[config.mk]
export PLATFORM = sky130hd
export DESIGN_NAME = odd_pipe_issue_ctrl
export DESIGN_NICKNAME = d
export VERILOG_FILES = /design/src/rtl/odd_pipe_issue_ctrl.sv
export SDC_FILE = /design/constraint.sdc
export NUM_CORES = 1
export LEC_CHECK = 0
export BUFFER_PORTS_ARGS = -buffer_cell sky130_fd_sc_hd__buf_2
export CORE_MARGIN = 2
export CORE_UTILIZATION = 51
export DETAILED_ROUTE_END_ITERATION = 8
export PLACE_DENSITY_LB_ADDON = 0.3
export SYNTH_ARGS = -nofsm -noshare
export SYNTH_HDL_FRONTEND = slang
export SYNTH_SLANG_ARGS = --single-unit
export TNS_END_PERCENT = 30
[constraint.sdc]
create_clock -name clock -period 1.8 [get_ports clock]
set_input_delay 0.09 -clock clock [delete_from_list [all_inputs] [get_ports clock]]
set_output_delay 0.09 -clock clock [all_outputs]
set_load 0.02 [all_outputs]
[src/rtl/odd_pipe_issue_ctrl.sv]
// odd_pipe_issue_ctrl
// In-order issue controller for the SPU odd pipe (permute, load/store, branch).
// A DEPTH-stage scoreboard mirrors the odd-pipe forwarding stages. It stalls
// issue on RAW hazards until the producer reaches its forwarding stage, blocks
// issue in the branch shadow, pulses flush on taken branches, and drives
// register-file writeback timing from the last stage.
//
// Optional build feature: define ODD_ISSUE_PERF_EN to add the saturating
// stall_cycles (32 bit) and flush_count (16 bit) performance counters.
`timescale 1ns/1ps

module odd_pipe_issue_ctrl #(
   parameter int DEPTH      = 7,
   parameter int LAT_PERM   = 4,
   parameter int LAT_LOAD   = 6,
   parameter int LAT_LINK   = 2,
   parameter int BR_TIMEOUT = 8
) (
   input  logic       clock,
   input  logic       reset,
   input  logic       in_valid,
   output logic       in_ready,
   input  logic [1:0] in_class,
   input  logic [6:0] in_ra_addr,
   input  logic       in_ra_used,
   input  logic [6:0] in_rb_addr,
   input  logic       in_rb_used,
   input  logic [6:0] in_rt_addr,
   input  logic       in_rt_wr,
   output logic       issue_valid,
   output logic [1:0] issue_class,
   output logic [6:0] issue_rt_addr,
   input  logic       branch_resolved,
   input  logic       branch_taken,
   output logic       flush,
   output logic       wb_valid,
   output logic [6:0] wb_rt_addr,
   output logic       br_timeout
`ifdef ODD_ISSUE_PERF_EN
   ,
   output logic [31:0] stall_cycles,
   output logic [15:0] flush_count
`endif
);

   localparam int LAT_W = $clog2(DEPTH + 1);
   localparam int TMR_W = (BR_TIMEOUT > 1) ? $clog2(BR_TIMEOUT) : 1;

   typedef enum logic [1:0] {
      CLS_PERM   = 2'd0,
      CLS_LOAD   = 2'd1,
      CLS_STORE  = 2'd2,
      CLS_BRANCH = 2'd3
   } cls_t;

   typedef enum logic [1:0] {
      ST_RUN     = 2'd0,
      ST_BR_WAIT = 2'd1,
      ST_FLUSH   = 2'd2
   } state_t;

   // One in-flight instruction as it travels down the odd pipe.
   typedef struct packed {
      logic             valid;
      logic             rt_wr;
      logic [6:0]       rt;
      logic [LAT_W-1:0] lat;
      logic [1:0]       cls;
   } sb_entry_t;

   sb_entry_t        sb [1:DEPTH];
   sb_entry_t        new_entry;
   state_t           state;
   state_t           state_next;
   logic [TMR_W-1:0] timer;
   logic [TMR_W-1:0] timer_next;
   logic             hazard;
   logic             accept;

   assign accept = in_valid && in_ready;

   // Build the stage-1 entry for the instruction being accepted this cycle.
   always_comb begin
      // NOTE: every always_comb output gets a default first so no path leaves it unassigned (no latch).
      new_entry = '0;
      if (accept) begin
         new_entry.valid = 1'b1;
         new_entry.rt    = in_rt_addr;
         new_entry.cls   = in_class;
         case (cls_t'(in_class))
            CLS_PERM: begin
               new_entry.rt_wr = in_rt_wr;
               new_entry.lat   = LAT_W'(LAT_PERM);
            end
            CLS_LOAD: begin
               new_entry.rt_wr = in_rt_wr;
               new_entry.lat   = LAT_W'(LAT_LOAD);
            end
            CLS_BRANCH: begin
               new_entry.rt_wr = in_rt_wr;
               new_entry.lat   = LAT_W'(LAT_LINK);
            end
            default: begin
               // Stores never produce a register result.
               new_entry.rt_wr = 1'b0;
               new_entry.lat   = '0;
            end
         endcase
      end
   end

   // Scoreboard shift register: stage 1 takes the new entry, stage DEPTH retires.
   always_ff @(posedge clock or negedge reset) begin
      if (!reset) begin
         // NOTE: the scoreboard is a flop array, not a RAM, and every stage is cleared so no stale entry can raise a hazard after reset.
         for (int k = 1; k <= DEPTH; k++) begin
            sb[k] <= '0;
         end
      end else begin
         // NOTE: non-blocking assignments let every stage read its neighbour's old value, giving a true shift.
         sb[1] <= new_entry;
         for (int k = 2; k <= DEPTH; k++) begin
            sb[k] <= sb[k-1];
         end
      end
   end

   // RAW hazard: a writing entry that has not yet reached its forwarding stage.
   always_comb begin
      hazard = 1'b0;
      for (int k = 1; k <= DEPTH; k++) begin
         if (sb[k].valid && sb[k].rt_wr && (k < int'(sb[k].lat)) &&
             ((in_ra_used && (sb[k].rt == in_ra_addr)) ||
              (in_rb_used && (sb[k].rt == in_rb_addr)))) begin
            hazard = 1'b1;
         end
      end
   end

   // Ready is forced low while reset is asserted, independent of FSM state.
   assign in_ready = reset && (state == ST_RUN) && !hazard;

   assign issue_valid   = sb[1].valid;
   assign issue_class   = sb[1].cls;
   assign issue_rt_addr = sb[1].rt;

   assign wb_valid   = sb[DEPTH].valid && sb[DEPTH].rt_wr;
   assign wb_rt_addr = wb_valid ? sb[DEPTH].rt : 7'd0;

   // Branch-shadow FSM state and wait timer registers.
   always_ff @(posedge clock or negedge reset) begin
      if (!reset) begin
         state <= ST_RUN;
         timer <= '0;
      end else begin
         state <= state_next;
         timer <= timer_next;
      end
   end

   // Branch-shadow FSM next state, flush and timeout pulses.
   always_comb begin
      state_next = state;
      timer_next = timer;
      flush      = 1'b0;
      br_timeout = 1'b0;
      case (state)
         ST_RUN: begin
            timer_next = '0;
            if (accept && (cls_t'(in_class) == CLS_BRANCH)) begin
               state_next = ST_BR_WAIT;
            end
         end
         ST_BR_WAIT: begin
            if (branch_resolved) begin
               timer_next = '0;
               state_next = branch_taken ? ST_FLUSH : ST_RUN;
            end else if (timer == TMR_W'(BR_TIMEOUT - 1)) begin
               // No outcome arrived in time: resume as if not taken.
               timer_next = '0;
               br_timeout = 1'b1;
               state_next = ST_RUN;
            end else begin
               timer_next = timer + 1'b1;
            end
         end
         ST_FLUSH: begin
            flush      = 1'b1;
            state_next = ST_RUN;
         end
         default: begin
            state_next = ST_RUN;
            timer_next = '0;
         end
      endcase
   end

`ifdef ODD_ISSUE_PERF_EN
   // Saturating counters of stalled request cycles and flush pulses.
   always_ff @(posedge clock or negedge reset) begin
      if (!reset) begin
         stall_cycles <= '0;
         flush_count  <= '0;
      end else begin
         if (in_valid && !in_ready && (stall_cycles != '1)) begin
            stall_cycles <= stall_cycles + 32'd1;
         end
         if (flush && (flush_count != '1)) begin
            flush_count <= flush_count + 16'd1;
         end
      end
   end
`endif

endmodule

==> impl_metrics.ini, run 1 <==
[status]
status = complete, but fails checks
violations = DRC, setup timing

[yosys]
synth_nets = 297
synth_edf_count = 0
avgSynthCellArea_um2 = 12.9
async_flop_share = 1.00
ys_types = 30
synthFlopType = dfrtp_1
synthCells = 264
synth_area_mm2 = 0.00341
synth_seq_cells = 80
yosysWarnings = 0
yosysSeqAreaShare = 0.587

[layout]
final_util = 0.622
instances_no_fill = 400
design_area_mm2 = 0.00400
final_common_cell = dfrtp_1
final_cell_mix = dfrtp_1 (80), buf_2 (49), xnor2_1 (33), xor2_1 (33), nand4_1 (16)
syn2layout_area_growth_pct = 17.3
drive_gt1_frac = 0.294
final_nets = 351
diodes = 0

[sta]
worstMarginPinSlew_ns = 0.418
final-setup-viol-count = 15
hold_ws_ns = 0.0129
finalCritPeriodShare = 1.19
slew_violations = 0
fmax_mhz = 466
fin_ws_ns = -0.347
skew_ns = 0.0107
hold_viol_final = 0
rsz0062_at_grt = yes
slew_headroom = 0.722
timing.setup.tns_ns = -3.16
min_period_ns = 2.15

[route]
routed_via_density = 5.13
wl_um = 6240
vias = 2050
drt-initial-drc-count = 63
wl_per_cell_um = 15.6
final_antenna_net_count = 0
drc = 4
drtPass1Iterations = 7

[setup_path]
end_kind = output port
cp_max_fo = 3
critical_path_arrival_ns = 2.06
cp-start-kind = register
crit_type = register to output port
critical_path_required_ns = 1.71

[placement]
placed_cells = 369
dp.final_hpwl_um = 4410
gp_congestion = 0.801
port_buffers = 51
placed_area_mm2 = 0.00359

[die]
boundaryPins = 52
die_w_um = 85.8
rows = 29
start_util = 0.531
coreArea_mm2 = 0.00642
die_area_mm2 = 0.00735
fp.dieH_um = 85.8

[clock_tree]
ctsHtreeMaxLevel = 3
cts_buffers = 9
clock_path_buffers = 2
insertion_delay_ns = 0.36
cts.sink_count = 80
clkSlewWorstSetupHoldPaths_ns = 0.09
cts_tree = yes
cts_root_buf = clkbuf_8

[grt]
grt_pass1_wl_um = 10100
grt_max_degree = 81
grt_use_total = 0.188
antenna_found_initial = 0
overflow = 0
grt_pass1_vias = 2112

[job]
maxCapViolations = 0

[power_and_ir_drop]
irDropWorstVdd_mv = 0.533
p_leak_nw = 2.00
powerDensity_mw_per_mm2 = 882

[hold_path]
hold_class = input pin to register
[metrics by stage]
step	worst slack [ns]	total power (W)
after detailed placement	-0.162	0.00229
after floorplan	0.0430	0.00218
after global placement	-0.170	0.00228
after global routing	-0.421	0.00368
after CTS	-0.454	0.00354
final	-0.347	0.00353
[layout make-up]
type	instances	area, µm²
fillers	497	2430
repair buffers	69	484
well taps	77	96.3
inverters	9	33.8
clock buffers	9	124
clock inverters	7	61.3
flip-flops and latches	80	2000
multi-input cells	149	1190
[registers in the layout, indices dropped and copies added, names as in the netlist]
| name | flops |
|---|---|
| timer | 3 |
| issue_rt_addr | 7 |
| issue_class | 2 |
| issue_valid | 1 |
| sb | 65 |
| state | 2 |
[report_power, final]
group / internal [W] / leakage [nW] / switching [W] / total, W
Sequential: 0.00187 / 1.08 / 0.0000579 / 0.00193
Combinational: 0.000161 / 0.831 / 0.000194 / 0.000355
Clock: 0.000526 / 0.0888 / 0.000716 / 0.00124
Total: 0.00256 / 2.00 / 0.000968 / 0.00353
[synthesized netlist by cell type (3+ instances only)]
cell	number	share of area
xor2_2	3	0.014
inv_1	9	0.0099
o21ai_0	3	0.0044
buf_6	7	0.023
dfrtp_1	80	0.59
buf_4	17	0.037
xnor2_1	34	0.087
xor2_1	33	0.085
nor4_1	6	0.011
a21oi_1	3	0.0044
nand4_1	16	0.029
nor2_1	12	0.013
nand2_1	3	0.0033
nor3_2	8	0.023
nor3_1	4	0.0059
and3_1	7	0.013
[routing by layer]
layer / vias up / GRT usage / share of wire
met1: 1021 / 0.234 / 0.43
met4: 0 / 0.0938 / 0.022
li1: 965 / - / -
met3: 12 / 0.0414 / 0.043
met2: 52 / 0.311 / 0.50
met5: - / 0 / 0
[cell families (layout without fill, tap and decap cells)]
group                    after synthesis  count (layout)  share of synthesized area
flip-flops                            80              80                      0.587
XOR/XNOR                              70              70                      0.186
AND/OR/NAND/NOR                       66              66                      0.120
buffers and inverters                 35              94                     0.0775
AO/OA/AOI/OAI                         11              11                     0.0217
adder cells (fa/ha/maj)                2               2                    0.00734
[final timing paths]
check,startpoint,endpoint,slack [ns],cells after the start
worst max-delay path,sb[79]$_DFF_PN0_,in_ready,-0.35,7
worst min-delay path,branch_taken,state[1]$_DFFE_PN0P_,0.01,2
worst max register to register,sb[79]$_DFF_PN0_,issue_rt_addr[6]$_DFF_PN0_,-0.23,8
worst min register to register,sb[25]$_DFF_PN0_,sb[11]$_DFF_PN0_,0.35,0
max in group asynchronous,reset,sb[47]$_DFF_PN0_,1.14,3
min in group asynchronous,reset,sb[20]$_DFF_PN0_,0.32,3
[worst max-delay path, stage by stage, from the launching register on]
cell,delay [ns]
dfrtp_1,0.44
xnor2_2,0.15
nand4_1,0.08
nor2_1,0.06
o2111ai_2,0.19
or4b_4,0.54
nor2_4,0.11
buf_6,0.12
[what timing repair did]
action | CTS | global route
setup buffers | 3 | 1
endpoints found under the setup margin | 15 | 15
pin swaps | 13 | 3
hold buffers | 11 | 0
gates cloned | 1 | 0
resized for setup | 17 | 1
hold endpoints to repair | 92 | 0
Note: power is estimated with default switching activity, not from simulation.
==> run 2, diff against run 1 <==
- CORE_ASPECT_RATIO: unset -> 1.5
- MAX_ROUTING_LAYER: unset -> met4
==> impl_metrics.ini, run 2 (same netlist as run 1, synthesis figures left out) <==
[status]
violations = setup timing
status = complete, but fails checks

[die]
start_util = 0.525
die_area_mm2 = 0.00737
rows = 36
die_w_um = 70.7
fp.dieH_um = 104
coreArea_mm2 = 0.00649
boundaryPins = 52

[route]
routed_via_density = 5.14
wl_um = 6410
final_antenna_net_count = 0
vias = 2045
drtPass1Iterations = 4
wl_per_cell_um = 16.1
drc = 0
drt-initial-drc-count = 80

[sta]
min_period_ns = 2.15
hold_viol_final = 0
rsz0062_at_grt = yes
skew_ns = 0.00901
slew_headroom = 0.708
fmax_mhz = 464
fin_ws_ns = -0.354
finalCritPeriodShare = 1.20
final-setup-viol-count = 15
worstMarginPinSlew_ns = 0.438
slew_violations = 0
timing.setup.tns_ns = -3.54

[setup_path]
timing.critical_path.buf_inv = 1
cp-start-kind = register
crit_family = simple AND/OR/NAND/NOR gates
critPathSlowestCell = or4b_4
slowest_delay_ns = 0.53
cp.depth = 7
r2r_cells = 8
critical_path_arrival_ns = 2.06
end_kind = output port
critical_path_required_ns = 1.71
cp_max_fo = 3
crit_type = register to output port
crit_chain = xnor2_1 -> nand4_1 -> nor2_2 -> o2111ai_2 -> or4b_4 -> nor2_4 -> buf_6

[layout]
multiInputGateArea_mm2 = 0.00121
final_util = 0.614
register_area_mm2 = 0.00200
fillers = 527
syn2layout_area_growth_pct = 16.9
final_common_cell = dfrtp_1
drive_gt1_frac = 0.304
instances_no_fill = 398
max_flop_register = sb
final_cell_mix = dfrtp_1 (79), buf_2 (49), xnor2_1 (33), xor2_1 (31), nand4_1 (16)
diodes = 0
largest_register_ffs = 65
final_nets = 350

[grt]
grt_pass1_vias = 2154
antenna_found_initial = 0
grt_max_degree = 81
overflow = 0
grt_pass1_wl_um = 10400
grt_use_total = 0.194

[power_and_ir_drop]
netSwitchingPower_w = 0.000896
power_frac_comb = 0.103
swShare = 0.259
p_clk_frac = 0.340
irDropWorstVdd_mv = 0.512
p_seq_frac = 0.557
p_leak_nw = 1.98
powerDensity_mw_per_mm2 = 870
p_int_w = 0.00257

[placement]
port_buffers = 51
dp.final_hpwl_um = 4590
gp_congestion = 0.788
placed_cells = 370

[clock_tree]
clock_path_buffers = 2
cts.sink_count = 80
clkSlewWorstSetupHoldPaths_ns = 0.08
cts_root_buf = clkbuf_8
insertion_delay_ns = 0.35
cts_buffers = 9
cts_tree = yes
ctsHtreeMaxLevel = 3

[hold_path]
min_path_cells = 3
hold_class = input pin to register

[job]
maxCapViolations = 0
[run 2: cell types whose count changed in the layout (fill, tap and decap cells not counted), moves of 2 or more]
cell and change:
nor2_1 -2, nor2_2 +2, xor2_2 +2, inv_6 -3, clkbuf_1 +2, xor2_1 -2, clkinvlp_4 +2
[run 2: worst min-delay path, delay by kind of cell]
family                 cells  cell delay (ns)
buffers and inverters      1             0.11
and+or+nand+nor            1             0.07
AOI/OAI and AO/OA          1             0.07
[run 2: timing repair]
action	4_1_cts	5_1_grt
cloned	1	0
resized for setup	16	7
setup buffers	2	0
endpoints found under the setup margin	15	15
hold endpoints to repair	89	0
pin swaps	6	5
hold buffers	10	0
[run 2: layout make-up]
| cell class | count | area share |
|---|---|---|
| repair buffers | 68 | 0.116 |
| well taps | 76 | 0.0239 |
| flip-flops and latches | 80 | 0.503 |
| clock inverters | 4 | 0.00754 |
| multi-input cells | 149 | 0.305 |
| inverters | 9 | 0.00848 |
| clock buffers | 12 | 0.0364 |
[run 2: stage by stage]
stage                     hold WS (ns)  worst slack [ns]  power [W]  area (µm²)
after detailed placement         0.201            -0.197    0.00230        3590
after CTS                       0.0106            -0.473    0.00348        3970
after floorplan                 -0.206            0.0430    0.00218        3420
final                           0.0246            -0.354    0.00347        3980
after global routing            0.0142            -0.441    0.00362        3980
after global placement           0.194            -0.186    0.00229        3590
[run 2: path summary, 6_finish.rpt]
kind	startpoint	end	slack [ns]
max	sb[79]$_DFF_PN0_	in_ready	-0.35
max in group asynchronous	reset	sb[81]$_DFF_PN0_	1.13
max reg2reg	sb[79]$_DFF_PN0_	issue_rt_addr[5]$_DFF_PN0_	-0.27
min in group asynchronous	reset	sb[21]$_DFF_PN0_	0.34
min	in_class[0]	state[0]$_DFFE_PN0P_	0.02
min reg2reg	sb[27]$_DFF_PN0_	sb[13]$_DFF_PN0_	0.35
[run 2: power by group through the flow]
stage	Sequential (W)	Clock, W	Combinational [W]
2_1_floorplan	0.00195	0	0.000231
3_3_place_gp	0.00196	0	0.000325
3_5_place_dp	0.00197	0	0.000331
4_1_cts	0.00193	0.00120	0.000355
5_1_grt	0.00194	0.00128	0.000391
6_report	0.00193	0.00118	0.000355
[run 2: per-layer routing]
metal	global-route usage	vias to the layer above	wire length, µm
met5	-	-	0
met4	0.0755	0	116
met3	0.0494	10	252
met2	0.342	53	3700
met1	0.204	1023	2340
li1	-	959	-
